## config.mk

```make
export PLATFORM = sky130hd
export DESIGN_NAME = deadlock_watchdog_ctrl
export DESIGN_NICKNAME = d
export VERILOG_FILES = /design/src/rtl/deadlock_pkg.sv /design/src/rtl/prio_next_set.sv /design/src/rtl/deadlock_watchdog_ctrl.sv
export SDC_FILE = /design/constraint.sdc
export NUM_CORES = 1
export LEC_CHECK = 0
export ABC_AREA = 1
export ABC_CLOCK_PERIOD_IN_PS = 5500
export CAP_MARGIN = 25
export CELL_PAD_IN_SITES_DETAIL_PLACEMENT = 2
export CELL_PAD_IN_SITES_GLOBAL_PLACEMENT = 2
export CORE_ASPECT_RATIO = 1.75
export CORE_MARGIN = 2
export CORE_UTILIZATION = 29
export DETAILED_ROUTE_END_ITERATION = 7
export GPL_TIMING_DRIVEN = 0
export PLACE_DENSITY = 0.8
export RECOVER_POWER = 50
export SETUP_SLACK_MARGIN = 0.2
export SYNTH_ARGS = -nofsm -noshare
export SYNTH_HDL_FRONTEND = slang
export SYNTH_SLANG_ARGS = --single-unit
export TNS_END_PERCENT = 50
```

## constraint.sdc

```tcl
create_clock -name ap_clk -period 5.5 [get_ports ap_clk]
set_input_delay 1.1 -clock ap_clk [delete_from_list [all_inputs] [get_ports ap_clk]]
set_output_delay 1.1 -clock ap_clk [all_outputs]
set_load 0.01 [all_outputs]
```

## src/rtl/deadlock_pkg.sv

```systemverilog
// Shared types and constants for the deadlock watchdog: FSM encoding,
// report field widths and the default detection threshold.
package deadlock_pkg;

    localparam int DEFAULT_TIMEOUT = 1024;
    localparam int CH_IDX_W        = 3;
    localparam int CYC_W           = 16;
    localparam int STATE_W         = 3;

    // These values are also what state_dbg exposes to software.
    typedef enum logic [STATE_W-1:0] {
        ST_IDLE     = 3'd0,
        ST_ARMED    = 3'd1,
        ST_COUNTING = 3'd2,
        ST_DEADLOCK = 3'd3,
        ST_REPORT   = 3'd4,
        ST_HOLD     = 3'd5
    } wd_state_e;

endpackage

```

## src/rtl/prio_next_set.sv

```systemverilog
// Combinational finder: lowest set bit of i_vec whose index is >= i_start.
// An i_start beyond the top bit simply yields o_found = 0.
module prio_next_set
    import deadlock_pkg::*;
#(
    parameter int W = 5
) (
    input  logic [W-1:0]        i_vec,
    input  logic [CH_IDX_W:0]   i_start,
    output logic                o_found,
    output logic [CH_IDX_W-1:0] o_idx
);

    // NOTE: every output gets a default before the loop, otherwise the
    // paths where no bit matches would infer a latch.
    always_comb begin
        o_found = 1'b0;
        o_idx   = '0;
        // Descending scan so the lowest qualifying index is written last.
        for (int i = W - 1; i >= 0; i--) begin
            if (i_vec[i] && (i >= int'(i_start))) begin
                o_found = 1'b1;
                o_idx   = CH_IDX_W'(i);
            end
        end
    end

endmodule

```

## src/rtl/deadlock_watchdog_ctrl.sv

```systemverilog
// Deadlock watchdog: counts consecutive cycles with any qualified blocked
// stream, freezes a channel snapshot on timeout and reports each channel.
module deadlock_watchdog_ctrl
    import deadlock_pkg::*;
#(
    parameter int NUM_CH  = 5,
    parameter int TIMEOUT = DEFAULT_TIMEOUT
) (
    input  logic                ap_clk,
    input  logic                ap_rst_n,
    input  logic                enable,
    input  logic                clear,
    input  logic [NUM_CH-1:0]   axis_block_sigs,
    input  logic [NUM_CH-1:0]   inst_idle_sigs,
    input  logic                report_ready,
    output logic                block,
    output logic [NUM_CH-1:0]   blocked_mask,
    output logic                report_valid,
    output logic [CH_IDX_W-1:0] report_ch,
    output logic [CYC_W-1:0]    report_cycles,
    output logic [STATE_W-1:0]  state_dbg
);

    localparam logic [CYC_W-1:0] TIMEOUT_C = CYC_W'(TIMEOUT);

    wd_state_e           r_state;
    wd_state_e           w_state_next;
    logic [CYC_W-1:0]    r_cnt;
    logic [CYC_W-1:0]    r_cyc;
    logic [NUM_CH-1:0]   r_mask;
    logic [CH_IDX_W-1:0] r_ptr;

    logic [NUM_CH-1:0]   w_qb;
    logic                w_any_blk;
    logic [CYC_W-1:0]    w_cnt_inc;
    logic                w_hit;
    logic                w_abandon;
    logic                w_handshake;
    logic [CH_IDX_W:0]   w_start;
    logic                w_found;
    logic [CH_IDX_W-1:0] w_idx;

    assign w_qb        = axis_block_sigs & ~inst_idle_sigs;
    assign w_any_blk   = |w_qb;
    assign w_cnt_inc   = r_cnt + CYC_W'(1);
    // r_cnt holds blocked cycles already seen; this cycle makes the count w_cnt_inc.
    assign w_hit       = w_any_blk && (w_cnt_inc == TIMEOUT_C);
    assign w_abandon   = clear && (r_state != ST_IDLE);
    assign w_handshake = (r_state == ST_REPORT) && report_ready;

    // First report scans from bit 0; later ones from just above the pointer.
    assign w_start = (r_state == ST_DEADLOCK) ? '0 : ({1'b0, r_ptr} + 1'b1);

    prio_next_set #(
        .W (NUM_CH)
    ) u_prio_next_set (
        .i_vec   (r_mask),
        .i_start (w_start),
        .o_found (w_found),
        .o_idx   (w_idx)
    );

    // NOTE: sequential state uses non-blocking assignments so every register
    // samples pre-edge values regardless of statement order.
    always_ff @(posedge ap_clk) begin
        if (!ap_rst_n) begin
            r_state <= ST_IDLE;
        end else begin
            r_state <= w_state_next;
        end
    end

    // enable low outranks clear, which outranks any detection this cycle.
    always_comb begin
        w_state_next = r_state;
        if (!enable) begin
            w_state_next = ST_IDLE;
        end else if (w_abandon) begin
            w_state_next = ST_ARMED;
        end else begin
            case (r_state)
                ST_IDLE:     w_state_next = ST_ARMED;
                ST_ARMED:    if (w_any_blk) w_state_next = ST_COUNTING;
                ST_COUNTING: begin
                    if (!w_any_blk) begin
                        w_state_next = ST_ARMED;
                    end else if (w_hit) begin
                        w_state_next = ST_DEADLOCK;
                    end
                end
                ST_DEADLOCK: w_state_next = ST_REPORT;
                ST_REPORT:   if (w_handshake && !w_found) w_state_next = ST_HOLD;
                ST_HOLD:     w_state_next = ST_HOLD;
                default:     w_state_next = ST_IDLE;
            endcase
        end
    end

    always_ff @(posedge ap_clk) begin
        if (!ap_rst_n || !enable || w_abandon) begin
            r_cnt  <= '0;
            r_cyc  <= '0;
            r_mask <= '0;
            r_ptr  <= '0;
        end else begin
            case (r_state)
                ST_ARMED: begin
                    if (w_any_blk) r_cnt <= CYC_W'(1);
                end
                ST_COUNTING: begin
                    if (!w_any_blk) begin
                        r_cnt <= '0;
                    end else if (w_hit) begin
                        r_cnt  <= w_cnt_inc;
                        r_cyc  <= w_cnt_inc;
                        r_mask <= w_qb;
                    end else begin
                        r_cnt <= w_cnt_inc;
                    end
                end
                ST_DEADLOCK: r_ptr <= w_idx;
                ST_REPORT: begin
                    if (w_handshake && w_found) r_ptr <= w_idx;
                end
                default: ;
            endcase
        end
    end

    always_comb begin
        block        = 1'b0;
        report_valid = 1'b0;
        case (r_state)
            ST_DEADLOCK,
            ST_HOLD:   block = 1'b1;
            ST_REPORT: begin
                block        = 1'b1;
                report_valid = 1'b1;
            end
            default: ;
        endcase
    end

    assign blocked_mask  = r_mask;
    assign report_ch     = r_ptr;
    assign report_cycles = r_cyc;
    assign state_dbg     = r_state;

endmodule

```

==> run summary, run 1 <==
The run finished with clean final reports. From left edge to right edge, the die measures 72.6 um. On the worst path, the slowest cell contributes a delay of 0.52 ns. The via count of the first global-routing pass came out at 2892.

The largest fanout of any net on the critical path is 10. The count of buffers added by post-CTS timing repair for setup was 0; the die height was 124 um. In the synthesized netlist, the number of instances is 383.

The part of the Yosys area used for sequential elements was 36.1%; the shortest clock period the worst path allows after layout was 3.20 ns. TritonCTS built the clock tree. The run gives 0.0119 ns as the worst clock skew. STA puts the critical path data arrival time at 3.42 ns. The per-cell via count in the routed design was 5.02; the maximum ir drop on the vdd rail was 0.191 mV.

The timing-limited maximum frequency was 312 MHz; the average wire per cell in the routed design was 15.8 um. The tools report the launching element type of the critical path as a primary input. The max-cap check violation count was 0; the clock-pin slew reported for the worst setup and hold paths after clock tree synthesis was 0.07 ns.

In this run the power density over the cells is 218 nW/um^2. The tools report the total via count in the routed design as 2631. In the finished design, the share of the clock period the worst path needs comes to 58.2%.

The tools report the critical path capture point type as a flip-flop. After global routing the overflow that remains totals 0. Setup slack closes at 2.30 ns. In this run the cell area of the synthesized design comes to 2380 um^2. The total negative slack for setup checks is 0 ns, and the last weighted congestion value of the routability-driven placer is 0.793. The run gives 0 as the final count of hold timing violations. Setup violations remaining at the end of the flow were counted as 0.

After synthesis, the netlist uses 26 different library cells. Number of pins with negative max-slew slack in the final report: 0. Walking the worst path, the cells encountered are dlygate4sd3_1, inv_1, nand2_1, o21ai_0, nor3_1, nand4_1, nand2_1, clkbuf_1, nand2_1, a21oi_1. The die covers 8990 um^2. From synthesis to final layout, the design area changed by 29.0%. The total of fill cells in the finished design was 1019. After layout, the design draws a total of 0.672 mW. The detailed router finished its first iteration with 64 violations. The clock reaches the later pin of the worst-skew pair after 0.30 ns. The run gives 0 as the initial antenna violation count. The count of buffer and inverter cells on the critical path works out to 3. The first global-routing pass estimated 13.6 mm of wire. The average instance in the mapped netlist occupies 6.23 um^2. At the pin with the least slew margin, the transition time is 0.576 ns. After detailed routing, the total wire length is 8.30 mm.

In this run the number of H-tree levels came out at 2. The root buffer cell chosen for the clock tree is sky130_fd_sc_hd__clkbuf_16. The cell family contributing the most delay on the critical path is simple AND/OR/NAND/NOR gates.

The critical path's slowest cell is sky130_fd_sc_hd__dlygate4sd3_1. Share of final-layout standard cells stronger than drive strength 1: 5.30%. For this run, design rule violations remaining after detail routing come to 0.

The number of nets still failing antenna checks after routing came out at 0. Summed over all nets, the half-perimeter wirelength after detailed placement is 6.68 mm. Setup repair after global routing left no endpoint under its margin.

The number of buffers created by CTS came out at 5. The setup path with the least slack is of type in2reg. For this run, the number of Yosys warnings is 0. During I/O placement, the number of pins put on the boundary was 44.

Yosys mapped a number of flops with a built-in enable equal to 0. The type of the tightest min-delay check is reg2reg. The leakage power was 1.27 nW; the maximum number of pins on one net before global-route repair was 15. At the end of the flow the core is filled with cells to 38.6%. In the final design database the tool counted 451 nets. Final hold analysis gives a worst-case slack of 0.440 ns. The clock sink count is 43. After synthesis the netlist holds a flip-flop and latch count of 43.

The setup slack after placement is 1.97 ns, and the combined global-route utilization of all metal layers is 19.9%. The first detailed-routing pass took 4 iterations. The longest clock path from root to sink contains 2 buffers. Count of instances resized after the clock tree is built: 0. For the worst setup path, the data required time is 5.72 ns. 0 antenna diodes ended up in the layout. Headroom to the max-slew limit came out at 61.6%. The most repeated library cell on the critical path was sky130_fd_sc_hd__nand2_1. Share of flip-flops with an asynchronous set or reset after synthesis: 0%. The floorplan has 43 rows. Once the floorplan was initialized, standard cells occupied 29.9% of the core. The dominant synthesized flop cell is sky130_fd_sc_hd__dfxtp_1. The region available for standard cell placement spans 7960 um^2. The number of buffers added on ports was 43; the number of nets in the synthesized netlist was 401. After clock tree synthesis, the flow added hold-fix buffers numbering 0.
cell families after synthesis:
group	share of synthesized area, %
compound gates	8.45
xor+xnor	1.42
fa+ha+maj	1.57
buf+inv	9.60
flops	36.1
simple gates	42.9
routing by layer:
layer | share of wire, % | GRT usage (%) | up-vias
li1 | - | - | 1303
met2 | 59 | 40.5 | 32
met4 | 2.8 | 8.22 | 0
met5 | 0 | 0 | -
met1 | 36 | 18.9 | 1280
met3 | 1.7 | 2.91 | 16
cell usage after synthesis (2+ instances only):
cell | instances | area (um^2)
sky130_fd_sc_hd__nor2_4 | 4 | 45.0
sky130_fd_sc_hd__nand3b_1 | 2 | 15.0
sky130_fd_sc_hd__buf_2 | 3 | 15.0
sky130_fd_sc_hd__nand3_2 | 2 | 20.0
sky130_fd_sc_hd__dfxtp_1 | 43 | 861
sky130_fd_sc_hd__nand2_1 | 114 | 428
sky130_fd_sc_hd__clkbuf_1 | 5 | 18.8
sky130_fd_sc_hd__inv_1 | 51 | 191
sky130_fd_sc_hd__ha_1 | 3 | 37.5
sky130_fd_sc_hd__nand4_1 | 12 | 75.1
sky130_fd_sc_hd__nand3_1 | 29 | 145
sky130_fd_sc_hd__nor2_1 | 64 | 240
sky130_fd_sc_hd__nor2_2 | 2 | 12.5
sky130_fd_sc_hd__a21oi_1 | 25 | 125
sky130_fd_sc_hd__o21ai_0 | 11 | 55.1
sky130_fd_sc_hd__xor2_1 | 2 | 17.5
sky130_fd_sc_hd__nand2_2 | 2 | 12.5
report_power, final:
part / switching [mW] / internal (mW)
Combinational: 0.0233 / 0.0158
Clock: 0.137 / 0.182
Sequential: 0.00195 / 0.312
Total: 0.162 / 0.510
worst register-to-register path, cell delays in order (launching register included):
cell	delay (ns)
sky130_fd_sc_hd__dfxtp_1	0.44
sky130_fd_sc_hd__ha_1	0.24
sky130_fd_sc_hd__nand2_2	0.12
sky130_fd_sc_hd__nor2_4	0.19
sky130_fd_sc_hd__nand4_1	0.12
sky130_fd_sc_hd__nand2_1	0.20
sky130_fd_sc_hd__nand4_1	0.19
sky130_fd_sc_hd__nor3_2	0.27
sky130_fd_sc_hd__nand3_1	0.30
sky130_fd_sc_hd__buf_2	0.30
sky130_fd_sc_hd__nand2_1	0.08
sky130_fd_sc_hd__nor2_1	0.04
placed cells by master, fill, tap and decap left out, types with 2 or more instances in the layout:
| cell type | count |
|---|---|
| sky130_fd_sc_hd__a21oi_1 | 25 |
| sky130_fd_sc_hd__buf_2 | 3 |
| sky130_fd_sc_hd__clkbuf_1 | 5 |
| sky130_fd_sc_hd__clkbuf_16 | 5 |
| sky130_fd_sc_hd__clkdlybuf4s50_1 | 14 |
| sky130_fd_sc_hd__dfxtp_1 | 43 |
| sky130_fd_sc_hd__dlygate4sd3_1 | 29 |
| sky130_fd_sc_hd__ha_1 | 3 |
| sky130_fd_sc_hd__inv_1 | 51 |
| sky130_fd_sc_hd__nand2_1 | 115 |
| sky130_fd_sc_hd__nand3_1 | 30 |
| sky130_fd_sc_hd__nand3b_1 | 2 |
| sky130_fd_sc_hd__nand4_1 | 12 |
| sky130_fd_sc_hd__nor2_1 | 64 |
| sky130_fd_sc_hd__nor2_2 | 2 |
| sky130_fd_sc_hd__nor2_4 | 4 |
| sky130_fd_sc_hd__o21ai_0 | 11 |
| sky130_fd_sc_hd__xor2_1 | 2 |
final timing paths:
kind / startpoint / to / slack (ns) / depth (start not counted)
worst max-delay path: inst_idle_sigs[1] / r_cnt[5]$_SDFFE_PP0P_ / 2.30 / 10
worst min-delay path: report_cycles[8]$_SDFFE_PP0P_ / report_cycles[8]$_SDFFE_PP0P_ / 0.44 / 2
worst max register to register: r_cnt[0]$_SDFFE_PP0P_ / report_cycles[13]$_SDFFE_PP0P_ / 2.88 / 11
worst min register to register: report_cycles[8]$_SDFFE_PP0P_ / report_cycles[8]$_SDFFE_PP0P_ / 0.44 / 2
flip-flops by register name, indices dropped and copies added (netlist names):
register and flops:
r_cnt 16, report_ch 3, blocked_mask 5, report_cycles 16, state_dbg 3
per-stage QoR:
| stage | instance area, um^2 | instances |
|---|---|---|
| after floorplan | 2380 | 383 |
| after global placement | 2930 | 516 |
| after detailed placement | 2930 | 516 |
| after CTS | 3080 | 524 |
| after global routing | 3080 | 524 |
| final | 3080 | 524 |
final cells by class:
| cell class | instances | area [um^2] | area share, % |
|---|---|---|---|
| Clock buffer | 6 | 139 | 4.52 |
| Sequential cell | 43 | 861 | 28.0 |
| Buffer | 8 | 33.8 | 1.10 |
| Multi-Input combinational cell | 280 | 1290 | 41.9 |
| Inverter | 52 | 195 | 6.35 |
| Tap cell | 90 | 113 | 3.66 |
| Timing Repair Buffer | 43 | 430 | 14.0 |
| Clock inverter | 2 | 16.3 | 0.529 |
No activity file was read; power rests on OpenSTA's default activity.
==> run 2: changes to the inputs <==
ABC_CLOCK_PERIOD_IN_PS = 2580   (was 5500)
CORE_UTILIZATION = 25   (was 29)
PLACE_DENSITY = 0.73   (was 0.8)
clock period = 2.58 ns   (was 5.5 ns; I/O delays follow)
==> run summary, run 2 (synthesis results as in run 1) <==
Hold repair after CTS inserted 0 buffers. The switching part of the total was 24.5%. Number of buffers created by CTS: 5. The run gives 2816 as the via count of the first global-routing pass. Across the VDD grid, the largest voltage drop is 0.226 mV. The share of final-layout standard cells stronger than drive strength 1 is 8.66%. 0 antenna diodes ended up in the layout.

The count of buffer and inverter cells on the critical path is 1. For the clock share of power, the log shows 46.0%. In this run the worst hold path is classified as reg2reg. For the total via count in the routed design, the log shows 2613.

The tools report the worst min-delay path endpoint as report_cycles[11]$_SDFFE_PP0P_. The critical path in this run is classified as reg2reg. The worst hold path passes through 2 cells. The cell family contributing the most delay on the critical path is simple AND/OR/NAND/NOR gates. No sink is reached through more buffers than the 2 on the longest clock path. The die height came out at 133 um. Number of pins with negative max-slew slack in the final report: 0. Static timing analysis puts the maximum clock frequency at 445 MHz. The overflow left after global routing was 0; the count of H-tree levels built during CTS was 2. The tools report the buffer type at the clock tree root as sky130_fd_sc_hd__clkbuf_16.

In this run the critical register-to-register path is captured at report_cycles[1]$_SDFFE_PP0P_. At the end of routability-driven placement, the weighted congestion stood at 0.772. The analysis attributes to net switching a power of 0.344 mW. The critical path capture point type was a flip-flop. The maximum number of pins on one net before global-route repair is 14. Setup repair after global routing left no endpoint under its margin.

After detailed routing, the number of vias per cell comes to 4.66. For this configuration, the core starts out at a cell density of 25.5%. For this run, the total global-route usage over all layers was measured as 17.1%.

The final critical path takes up 87.2% of the cycle. The worst clock skew was 0.00739 ns; the final critical-path setup slack was 0.331 ns. In this run the worst setup path begins at r_cnt[0]$_SDFFE_PP0P_. Area of the core: 9350 um^2. Per report_power, the sequential group accounts for 47.7% of the total.

The wire-length estimate of the detail-placed layout is 6.69 mm. The worst flop-to-flop path startpoint is r_cnt[0]$_SDFFE_PP0P_. Counting the fill cells in the layout gives 1135. At the pin with the least slew margin, the transition time is 0.571 ns. For the worst flop-to-flop path, the logic depth is 13. The setup check on the worst reg-to-reg path leaves a slack of 0.33 ns. The critical path's slowest cell is sky130_fd_sc_hd__dfxtp_2.

For the leakage power, the log shows 1.30 nW. STA puts the critical path data arrival time at 2.44 ns. The detail route stage leaves a number of antenna-violating nets equal to 0.

Detailed routing placed a total of 138 um of wire on met3. After detailed routing, the average wire length per cell comes to 15.2 um. After floorplanning, the core was divided into 47 placement rows. Peak per-stage delay on the critical path: 0.38 ns. The start point of the worst hold path is report_cycles[11]$_SDFFE_PP0P_. The signal on the critical path passes through ha_1, nand2_2, nor2_4, nand3_1, nand2_1, nand2_1, nor2_1, nand4_1, nor2_1, buf_12, nand3b_1, nand2_1, nor2_1. After detailed routing, the number of remaining DRC violations is 0.

The largest fanout of any net on the critical path was 7. The wire length of the first global-routing pass came out at 13.8 mm. The top cell types in the final layout, fill and taps aside, are sky130_fd_sc_hd__nand2_1 (112), sky130_fd_sc_hd__nor2_1 (62), sky130_fd_sc_hd__inv_1 (51), sky130_fd_sc_hd__dfxtp_1 (40), sky130_fd_sc_hd__nand3_1 (29). After clock tree synthesis, the clock-pin slew on the worst setup and hold paths is 0.06 ns. Measured on the finished design, the core utilization comes to 34.2%. The final count of hold timing violations is 0, and the number of failing setup endpoints in the final timing report is 0. From synthesis to final layout, the design area changed by 34.1%.

Hold timing on the final database bottoms out at a slack of 0.439 ns. OpenSTA, run right after detailed placement, puts the worst setup slack at -0.342 ns. For this block, the initial DRC count from the detailed router was 32. The met1 layer wirelength in the final routing was 2.93 mm; the tightest slew margin relative to the limit was 61.9%. The first TritonRoute pass finished after 4 iterations. The power density normalized to cell area is 439 nW/um^2, and the die width is 77.8 um. The logs give 8.52 mm for the routed wire length and 456 for the final net count. The combinational share of power was 6.3%; the required time of the critical path was 2.77 ns.

During placement, the flow inserted port buffers numbering 43. The later-pin clock latency in the skew report is 0.30 ns, and the internal power consumption is 1.06 mW. TritonCTS built the clock tree. The launching element type of the critical path was a flip-flop.

The boundary pin count is 44. The met2 wire length is 5.25 mm, and the initial antenna violation count is 0. The shortest clock period the worst path allows after layout works out to 2.25 ns.

The run finished with clean final reports. Leaving out fill and tap cells, the most frequent cell in the layout is sky130_fd_sc_hd__nand2_1. The clock sink count was 43.

The die outline area was 10400 um^2. Max-cap violations in this run came to 0. Top routing layer in use: met4.
run 2: changes by cell type in the layout (fill, tap and decap cells not counted), moves of 3 or more:
cell,previous run,this run
sky130_fd_sc_hd__dfxtp_2,0,3
sky130_fd_sc_hd__nand2_2,1,4
sky130_fd_sc_hd__dfxtp_1,43,40
sky130_fd_sc_hd__nand2_1,115,112
sky130_fd_sc_hd__buf_4,0,3
run 2: worst max-delay path by stage:
stage / end / slack (ns) / cells past startpoint
3_5_place_dp: r_cnt[8]$_SDFFE_PP0P_ / -0.34 / 10
2_1_floorplan: report_cycles[5]$_SDFFE_PP0P_ / 0.69 / 11
6_report: report_cycles[1]$_SDFFE_PP0P_ / 0.33 / 13
5_1_grt: blocked_mask[3]$_SDFFE_PP0P_ / 0.1 / 13
3_3_place_gp: r_cnt[6]$_SDFFE_PP0P_ / -0.28 / 10
4_1_cts: report_cycles[9]$_SDFFE_PP0P_ / 0.18 / 13
run 2: repair_timing:
item                       CTS  global route
setup endpoints to repair   20            37
hold endpoints to repair     0             0
resized for setup            3            11
pin swaps                    0             5
setup buffers                2             3
run 2: area by class of cell:
class                           instances  area, um^2  share of cell area [%]
Buffer                                  8        40.0                    1.25
Tap cell                              122         153                    4.77
Sequential cell                        43         865                    27.0
Clock inverter                          2        12.5                   0.391
Timing Repair Buffer                   48         493                    15.4
Clock buffer                            6         129                    4.03
Inverter                               52         195                    6.11
Multi-Input combinational cell        280        1310                    41.0
run 2: routing by layer:
layer | track usage, % | vias up
met5 | 0 | -
met4 | 6.75 | 0
met3 | 2.10 | 9
met2 | 36.0 | 26
met1 | 15.8 | 1269
li1 | - | 1309
run 2: worst register-to-register path, delay by kind of cell, from the launching register on:
kind	cells	cell delay, ns
and+or+nand+nor	11	1.39
DFF	1	0.38
adders and majority gates	1	0.21
buffers and inverters	1	0.17
run 2: per-stage QoR:
step | cells | TNS (ns) | total power [mW] | instance area (um^2)
5_1_grt | 561 | 0 | 1.46 | 3200
2_1_floorplan | 383 | 0 | 0.724 | 2380
3_5_place_dp | 548 | -3.36 | 0.772 | 2970
4_1_cts | 558 | 0 | 1.43 | 3130
3_3_place_gp | 548 | -3.50 | 0.771 | 2970
6_report | 561 | 0 | 1.40 | 3200
run 2: power groups by stage:
| stage | logic, mW | registers (mW) | clock network, mW |
|---|---|---|---|
| after floorplan | 0.0397 | 0.685 | 0 |
| after global placement | 0.0862 | 0.685 | 0 |
| after detailed placement | 0.0872 | 0.685 | 0 |
| after CTS | 0.0892 | 0.670 | 0.668 |
| after global routing | 0.0981 | 0.670 | 0.690 |
| final | 0.0880 | 0.670 | 0.646 |
